**config.mk**
```make
export PLATFORM = sky130hd
export DESIGN_NAME = pucch_cs_ctrl_flat
export DESIGN_NICKNAME = d
export VERILOG_FILES = /design/src/rtl/pucch_cs_ctrl_pkg.sv /design/src/rtl/pucch_cs_ctrl_if.sv /design/src/rtl/pucch_cs_ctrl_qpsk_cyc.sv /design/src/rtl/pucch_cs_ctrl.sv /design/src/flat_wrapper.sv
export SDC_FILE = /design/constraint.sdc
export NUM_CORES = 1
export LEC_CHECK = 0
export CORE_UTILIZATION = 53
export CTS_CLUSTER_DIAMETER = 60
export CTS_CLUSTER_SIZE = 25
export DETAILED_ROUTE_END_ITERATION = 12
export HOLD_SLACK_MARGIN = 0.08
export PLACE_DENSITY = 0.82
export SETUP_SLACK_MARGIN = 0.2
export SLEW_MARGIN = 0
export SYNTH_ARGS = -nofsm -noshare
export SYNTH_HDL_FRONTEND = slang
export SYNTH_SLANG_ARGS = --single-unit
export TNS_END_PERCENT = 30
```
**constraint.sdc**
```tcl
create_clock -name i_clk -period 10.1 [get_ports i_clk]
set_clock_uncertainty 0.15 [all_clocks]
set_input_delay 3.03 -clock i_clk [delete_from_list [all_inputs] [get_ports i_clk]]
set_output_delay 3.03 -clock i_clk [all_outputs]
set_load 0.01 [all_outputs]
```
**src/rtl/pucch_cs_ctrl_pkg.sv**
```systemverilog
// pucch_pkg: shared types and defaults for the PUCCH format 0 cyclic-shift controller
package pucch_pkg;
  localparam int CYC_DIV_DEF = 24;
  localparam int NSYM_MAX_DEF = 14;
  typedef logic [4:0] cyc_t;
  typedef logic [3:0] sym_t;
  typedef enum logic {CS_IDLE, CS_RUN} cs_state_t;
  localparam cyc_t BPSK_OFF = cyc_t'(CYC_DIV_DEF / 2);
endpackage

```
**src/rtl/pucch_cs_ctrl_if.sv**
```systemverilog
// pucch_cs_ctrl_if: request, n_cs lookup and per-symbol output stream of the cyclic-shift controller
interface pucch_cs_ctrl_if;
  import pucch_pkg::*;
  logic i_req_valid;
  logic o_req_ready;
  logic [1:0] i_b;
  logic i_nbits;
  cyc_t i_m0;
  sym_t i_sym0;
  sym_t i_nsym;
  sym_t o_ncs_sym;
  cyc_t i_ncs;
  logic o_valid;
  logic i_ready;
  cyc_t o_cyc;
  sym_t o_sym;
  logic o_last;
  modport master (
    output i_req_valid, i_b, i_nbits, i_m0, i_sym0, i_nsym, i_ncs, i_ready,
    input o_req_ready, o_ncs_sym, o_valid, o_cyc, o_sym, o_last
  );
  modport slave (
    input i_req_valid, i_b, i_nbits, i_m0, i_sym0, i_nsym, i_ncs, i_ready,
    output o_req_ready, o_ncs_sym, o_valid, o_cyc, o_sym, o_last
  );
endinterface

```
**src/rtl/pucch_cs_ctrl_qpsk_cyc.sv**
```systemverilog
// qpsk_cyc: Gray-mapped QPSK HARQ bits to cycle-part offset (odd eighths of a cycle)
module qpsk_cyc
  import pucch_pkg::*;
#(
  parameter int CYC_DIV = CYC_DIV_DEF
) (
  input  logic [1:0] i_b,
  output cyc_t       o_m
);
  assign o_m = cyc_t'(CYC_DIV * (i_b[1] ? (i_b[0] ? 5 : 7) : (i_b[0] ? 3 : 1)) / 8);
endmodule

```
**src/rtl/pucch_cs_ctrl.sv**
```systemverilog
// pucch_cs_ctrl: sequences per-symbol PUCCH format 0 cyclic shifts over a valid/ready stream.
// Define PUCCH_CS_CTRL_NCS_EN to add the external hopping offset i_ncs into the sum.
module pucch_cs_ctrl
  import pucch_pkg::*;
#(
  parameter int CYC_DIV = CYC_DIV_DEF,
  parameter int NSYM_MAX = NSYM_MAX_DEF
) (
  input logic i_clk,
  input logic i_rst,
  pucch_cs_ctrl_if.slave bus
);
  cs_state_t state_q, state_d;
  sym_t cnt_q, cnt_d, sym_q, sym_d, osym_q, osym_d;
  cyc_t m0_q, m0_d, mcs_q, mcs_d, cyc_q, cyc_d, qpsk_m, ncs, red;
  logic valid_q, valid_d, last_q, last_d;
  logic take, load, acc;
  logic [6:0] s, s1;
  qpsk_cyc #(.CYC_DIV(CYC_DIV)) u_qpsk (.i_b(bus.i_b), .o_m(qpsk_m));
`ifdef PUCCH_CS_CTRL_NCS_EN
  assign ncs = bus.i_ncs;
`else
  logic unused_ncs;
  assign unused_ncs = ^bus.i_ncs;
  assign ncs = '0;
`endif
  always_comb begin
    take = (state_q == CS_IDLE) & bus.i_req_valid;
    acc = valid_q & bus.i_ready;
    load = (state_q == CS_RUN) & (cnt_q != '0) & (~valid_q | bus.i_ready);
    s = 7'(m0_q) + 7'(mcs_q) + 7'(ncs);
    s1 = (s >= 7'(CYC_DIV)) ? s - 7'(CYC_DIV) : s;
    red = cyc_t'((s1 >= 7'(CYC_DIV)) ? s1 - 7'(CYC_DIV) : s1);
    state_d = take ? CS_RUN : (acc & last_q) ? CS_IDLE : state_q;
    cnt_d = take ? ((bus.i_nsym == '0) ? 4'd1 : (bus.i_nsym > 4'(NSYM_MAX)) ? 4'(NSYM_MAX) : bus.i_nsym)
          : load ? cnt_q - 4'd1 : cnt_q;
    sym_d = take ? ((bus.i_sym0 >= 4'(NSYM_MAX)) ? bus.i_sym0 - 4'(NSYM_MAX) : bus.i_sym0)
          : load ? ((sym_q == 4'(NSYM_MAX - 1)) ? '0 : sym_q + 4'd1) : sym_q;
    m0_d = take ? bus.i_m0 : m0_q;
    mcs_d = take ? (bus.i_nbits ? qpsk_m : (bus.i_b[0] ? cyc_t'(CYC_DIV / 2) : '0)) : mcs_q;
    valid_d = load | (valid_q & ~bus.i_ready);
    cyc_d = load ? red : cyc_q;
    osym_d = load ? sym_q : osym_q;
    last_d = load ? (cnt_q == 4'd1) : acc ? 1'b0 : last_q;
  end
  always_ff @(posedge i_clk or posedge i_rst)
    if (i_rst) begin
      state_q <= CS_IDLE;
      cnt_q <= '0;
      sym_q <= '0;
      m0_q <= '0;
      mcs_q <= '0;
      valid_q <= 1'b0;
      cyc_q <= '0;
      osym_q <= '0;
      last_q <= 1'b0;
    end else begin
      state_q <= state_d;
      cnt_q <= cnt_d;
      sym_q <= sym_d;
      m0_q <= m0_d;
      mcs_q <= mcs_d;
      valid_q <= valid_d;
      cyc_q <= cyc_d;
      osym_q <= osym_d;
      last_q <= last_d;
    end
  assign bus.o_req_ready = (state_q == CS_IDLE);
  assign bus.o_ncs_sym = sym_q;
  assign bus.o_valid = valid_q;
  assign bus.o_cyc = cyc_q;
  assign bus.o_sym = osym_q;
  assign bus.o_last = last_q;
endmodule

```
**src/flat_wrapper.sv**
```systemverilog
// flat-port wrapper written by rule: the top's interface ports become plain ports
module pucch_cs_ctrl_flat import pucch_pkg::*;
#(
  parameter int CYC_DIV = CYC_DIV_DEF,
  parameter int NSYM_MAX = NSYM_MAX_DEF
)
  (i_clk, i_rst, bus_i_req_valid, bus_i_b, bus_i_nbits, bus_i_m0, bus_i_sym0, bus_i_nsym, bus_i_ncs, bus_i_ready, bus_o_req_ready, bus_o_ncs_sym, bus_o_valid, bus_o_cyc, bus_o_sym, bus_o_last);
  pucch_cs_ctrl_if bus_i ();
  input logic i_clk;
  input logic i_rst;
  input wire logic [$bits(bus_i.i_req_valid)-1:0] bus_i_req_valid;
  input wire logic [$bits(bus_i.i_b)-1:0] bus_i_b;
  input wire logic [$bits(bus_i.i_nbits)-1:0] bus_i_nbits;
  input wire logic [$bits(bus_i.i_m0)-1:0] bus_i_m0;
  input wire logic [$bits(bus_i.i_sym0)-1:0] bus_i_sym0;
  input wire logic [$bits(bus_i.i_nsym)-1:0] bus_i_nsym;
  input wire logic [$bits(bus_i.i_ncs)-1:0] bus_i_ncs;
  input wire logic [$bits(bus_i.i_ready)-1:0] bus_i_ready;
  output wire logic [$bits(bus_i.o_req_ready)-1:0] bus_o_req_ready;
  output wire logic [$bits(bus_i.o_ncs_sym)-1:0] bus_o_ncs_sym;
  output wire logic [$bits(bus_i.o_valid)-1:0] bus_o_valid;
  output wire logic [$bits(bus_i.o_cyc)-1:0] bus_o_cyc;
  output wire logic [$bits(bus_i.o_sym)-1:0] bus_o_sym;
  output wire logic [$bits(bus_i.o_last)-1:0] bus_o_last;
  assign bus_i.i_req_valid = bus_i_req_valid;
  assign bus_i.i_b = bus_i_b;
  assign bus_i.i_nbits = bus_i_nbits;
  assign bus_i.i_m0 = bus_i_m0;
  assign bus_i.i_sym0 = bus_i_sym0;
  assign bus_i.i_nsym = bus_i_nsym;
  assign bus_i.i_ncs = bus_i_ncs;
  assign bus_i.i_ready = bus_i_ready;
  assign bus_o_req_ready = bus_i.o_req_ready;
  assign bus_o_ncs_sym = bus_i.o_ncs_sym;
  assign bus_o_valid = bus_i.o_valid;
  assign bus_o_cyc = bus_i.o_cyc;
  assign bus_o_sym = bus_i.o_sym;
  assign bus_o_last = bus_i.o_last;
  pucch_cs_ctrl #(.CYC_DIV(CYC_DIV), .NSYM_MAX(NSYM_MAX)) u_core (.i_clk(i_clk), .i_rst(i_rst), .bus(bus_i));
endmodule
```
; ---- Word-level counts from Yosys, hierarchy flattened
; Index checks and enable logic that the tools add are counted.
[totals]
regBits = 30
[op_classes]
muxes = 19
n_eq_ne = 2
mul = 1
bitwise = 11
magnitude_cmp = 4
reduce_logical = 5
n_addsub = 6
[op_table]
columns = op, count
row1 = 2-to-1 mux 4 bit, 9
row2 = "multiplier 3 x 32 -> 5 bit, first input constant", 1
row3 = 2-to-1 mux 32 bit, 1
row4 = ">= comparator 7 x 5 -> 1 bit, second input constant", 2
row5 = 2-to-1 mux 5 bit, 2
row6 = 2-to-1 mux 7 bit, 1
row7 = "subtractor 7 x 5 -> 7 bit, second input constant", 1
row8 = adder 5 x 5 -> 6 bit, 1
row9 = bitwise AND 1 bit, 6
row10 = nonzero test 2 bit, 3
row11 = "subtractor 5 bit, second input constant", 1
row12 = "adder 4 x 1 -> 4 bit, second input constant", 1
row13 = "== test 4 x 1 -> 1 bit, second input constant", 1
row14 = "== test 4 bit, second input constant", 1
row15 = ">= comparator 4 bit, second input constant", 1
row16 = "> comparator 4 bit, second input constant", 1
row17 = logical NOT 4 bit, 1
row18 = 2-to-1 mux 1 bit, 4
row19 = 2-to-1 mux 2 bit, 2
row20 = nonzero test 4 bit, 1
row21 = "subtractor 4 x 1 -> 4 bit, second input constant", 1
row22 = "subtractor 4 bit, second input constant", 1
row23 = inverter 1 bit, 3
row24 = bitwise OR 1 bit, 2

; ---- Depth between registers and ports, before layout
[logic_depth]
depth_word = 5
mapped_depth = 16

; ---- Modules after synthesis
; From an unflattened synthesis, not the netlist that was laid out.
[hier_totals]
hier_cells = 197
area_unflattened_um2 = 1730.4
[modules_own_cells]
columns = mod, seq_area_each_um2, area_per_inst_um2, instances, cells_per_inst
row1 = pucch_cs_ctrl, 750.7, 1675.4, 1, 190
row2 = qpsk_cyc, 0.0, 55.1, 1, 7

; ---- Least setup slack after synthesis
; No wires, ideal clock.
[synth_path]
path_kind = input port to flip-flop
from = in bus_i_ready
to = reg u_core.sym_q[1] (netlist: u_core.bus.o_ncs_sym[1])
setup_time_ns = 0.077
setup_slack_ns = 5.953
n_path_buf = 0
arrival_time_ns = 3.920
stages = 6
path_cell_list = nor2b_1 a211oi_2 nand2_1 a211oi_1 a21oi_1 a21oi_1
[synth_between]
elab_chain_len = 3
[synth_lines]
columns = element, line
row1 = "start, declared", flat_wrapper.sv:18  ; input wire logic [$bits(bus_i.i_ready)-1:0] bus_i_ready;
row2 = bitwise OR 1 bit, pucch_cs_ctrl.sv:30  ; load = (state_q == CS_RUN) & (cnt_q != '0) & (~valid_q | bus.i_ready);
row3 = bitwise AND 1 bit, pucch_cs_ctrl.sv:30
row4 = nonzero test 2 bit (no source line), -
row5 = "end signal, assigned", pucch_cs_ctrl.sv:60  ; sym_q <= sym_d;
row6 = "end, declared", pucch_cs_ctrl.sv:14  ; sym_t cnt_q, cnt_d, sym_q, sym_d, osym_q, osym_d;
; Every way passes these cells.
; A chain may end at the register's enable or synchronous reset.

; ---- Worst setup path after layout
; Same ends and word-level chain as after synthesis.

==> results.ini <==
[cts]
clock_sinks = 30
cts_setup_buffers = 0
numCtsBuffers = 5
cts_tree = done
cts-hold-fix-buffers = 0
cts_buffer_depth = 2
clock_latency_ps = 330
h-tree-depth = 2
cts_resized = 0
clk_pin_slew_ps = 90
clockRootBuffer = clkbuf_4

[logic_synthesis]
synthTopCellsByArea = dfrtp_1, nand2_1, ha_1
synth-edff-count = 0
postSynthCellCount = 179
avgSynthCellArea_um2 = 9.51
ys_ff_latch = 30
synth_flop_cell = dfrtp_1
synth_area_um2 = 1700
yosys.area.top_type = dfrtp_1
synth_top_area_share_pct = 44.1
synth.distinct_cells = 35
synthArstFlopShare_pct = 100
ys_seq_area_share_pct = 44.1
synth_nets = 216
yosys_warnings = 0

[power_and_ir_drop]
power_density_nw_per_um2 = 418
power.leakage_nw = 0.970
peakVddDrop_mv = 0.305
finalPower_uw = 895

[global_routing]
grt_pass1_wl_um = 5700
antenna_found_initial = 0
grt_max_degree = 31
groute.usage.overall_pct = 22.1
grt_remaining_overflow = 0
grt_pass1_vias = 1446

[hold_path]
min_path_cells = 2
min_path_type = flop to flop

[place]
hpwl_um = 2570
gp_congestion = 0.814
portBuffers = 35

[sta]
slew_violations = 0
fmax_mhz = 200
tns_ps = 0
slew_headroom_pct = 26.6
worst_pin_slew_ps = 1100
rsz0062_at_grt = no
hold_viol = 0
min_period_ps = 5010
finalSetupViolations = 0
holdWs_ps = 331
period_share_pct = 49.6

[floorplanning]
pin_count = 41
dieWidth_um = 58.7
chipHeight_um = 58.7
rows = 20
start_util_pct = 55.8
core_um2 = 3050
die-area_um2 = 3440

[detailed_routing]
wl_per_cell_um = 12.8
drtAntennaViolNets = 0
wl_um = 3350
num_vias = 1405
via_per_inst = 5.38
drt-initial-drc-count = 40
firstDrtPassIters = 4
drc = 0

[job]
cap_violations = 0

[finish]
utilization_pct = 70.1
fill_cells = 262
diodes = 0
area_growth_pct = 25.6
drive_gt1_share_pct = 9.68
fin_nets = 253

[worst_setup_path]
reg2reg_depth = 16
critPathCaptureType = flop
critPathLaunchType = input pin
crit_fanout = 14
crit_required_ps = 10200
arrival_ps = 5110
timing_worst_setup_path_type = input pin to flop

[status]
status = completed

-- layout by cell type (no fill, tap or decap), drive strengths merged, types with 2 or more instances in the layout --
cell,instances
nand2,37
a21oi,17
nand3,4
o221ai,2
a31oi,2
ha,11
nor3,2
inv,8
mux2,7
xor2,3
a211o,2
nor2,14
dfrtp,30
clkbuf,7
o21ai,9
mux2i,3
nand2b,2
clkdlybuf4s50,35
a211oi,5
xnor2,4
nor3b,2
-- cell usage after synthesis (all sizes together) (2+ instances only) --
library cell and n:
a211o 2, a211oi 5, a21oi 17, a31oi 2, clkbuf 5, dfrtp 30, ha 11, inv 8
mux2 7, mux2i 3, nand2 37, nand2b 2, nand3 4, nor2 14, nor3 2, nor3b 2
o21ai 9, o221ai 2, xnor2 4, xor2 3
-- cells by family after synthesis --
| family | after synthesis | synth area share [%] |
|---|---|---|
| flip-flops | 30 | 44.1 |
| AND/OR/NAND/NOR | 67 | 17.2 |
| XOR/XNOR | 7 | 3.60 |
| AO/OA/AOI/OAI | 40 | 15.8 |
| multiplexers | 10 | 6.61 |
| buffers and inverters | 13 | 3.45 |
| adder cells (fa/ha/maj) | 12 | 9.26 |
-- per-layer routing --
metal  share of wire, %  track usage (%)  up-vias
li1                   -                -      699
met1                 43             24.6      665
met2                 51             38.8       34
met3                4.3             5.27        7
met4                1.5             12.2        0
met5                  0                0        -
-- per-stage QoR --
step / setup WS (ps) / instances / area, µm²
after CTS: 5090 / 261 / 2140
after floorplan: 5950 / 179 / 1700
after detailed placement: 4760 / 253 / 2080
final: 5090 / 261 / 2140
after global placement: 4810 / 253 / 2080
after global routing: 4950 / 261 / 2140
-- worst paths after layout --
path / from / to / slack [ps]
max: bus_i_ready / u_core.bus.o_ncs_sym[1] / 5090
min: u_core.bus.o_sym[0] / u_core.bus.o_sym[0] / 330
max reg2reg: u_core.mcs_q[0] / u_core.bus.o_cyc[4] / 6080
min reg2reg: u_core.bus.o_sym[0] / u_core.bus.o_sym[0] / 330
max in group asynchronous: i_rst / u_core.cnt_q[2] / 6000
min in group asynchronous: i_rst / u_core.bus.o_cyc[3] / 3140
-- sequential cells by signal (all words and copies together) (netlist names) --
name / count
u_core.bus.o_ncs_sym: 4
u_core.state_q: 1
u_core.bus.o_valid: 1
u_core.m0_q: 5
u_core.cnt_q: 4
u_core.mcs_q: 5
u_core.bus.o_cyc: 5
u_core.bus.o_sym: 4
u_core.bus.o_last: 1
-- final cells by class --
class / count / area [µm²] / area share [%]
Clock buffer: 7 / 55.1 / 2.57
Inverter: 8 / 30.0 / 1.40
Tap cell: 44 / 55.1 / 2.57
Sequential cell: 30 / 751 / 35.1
Timing Repair Buffer: 35 / 350 / 16.4
Clock inverter: 1 / 5.00 / 0.234
Multi-Input combinational cell: 136 / 893 / 41.8
-- power breakdown --
part / internal, mW / switching, mW / total (mW)
Sequential: 0.182 / 0.0473 / 0.229
Combinational: 0.288 / 0.303 / 0.591
Clock: 0.0337 / 0.0415 / 0.0752
Total: 0.504 / 0.391 / 0.895
-- worst max-delay path, stage by stage --
cell and delay [ps]:
clkdlybuf4s50_1 490, nor2b_1 70, a211oi_2 780, nand2_1 240, a211oi_1 290, a21oi_1 70, a21oi_1 150
(Power assumes the default switching activity.)
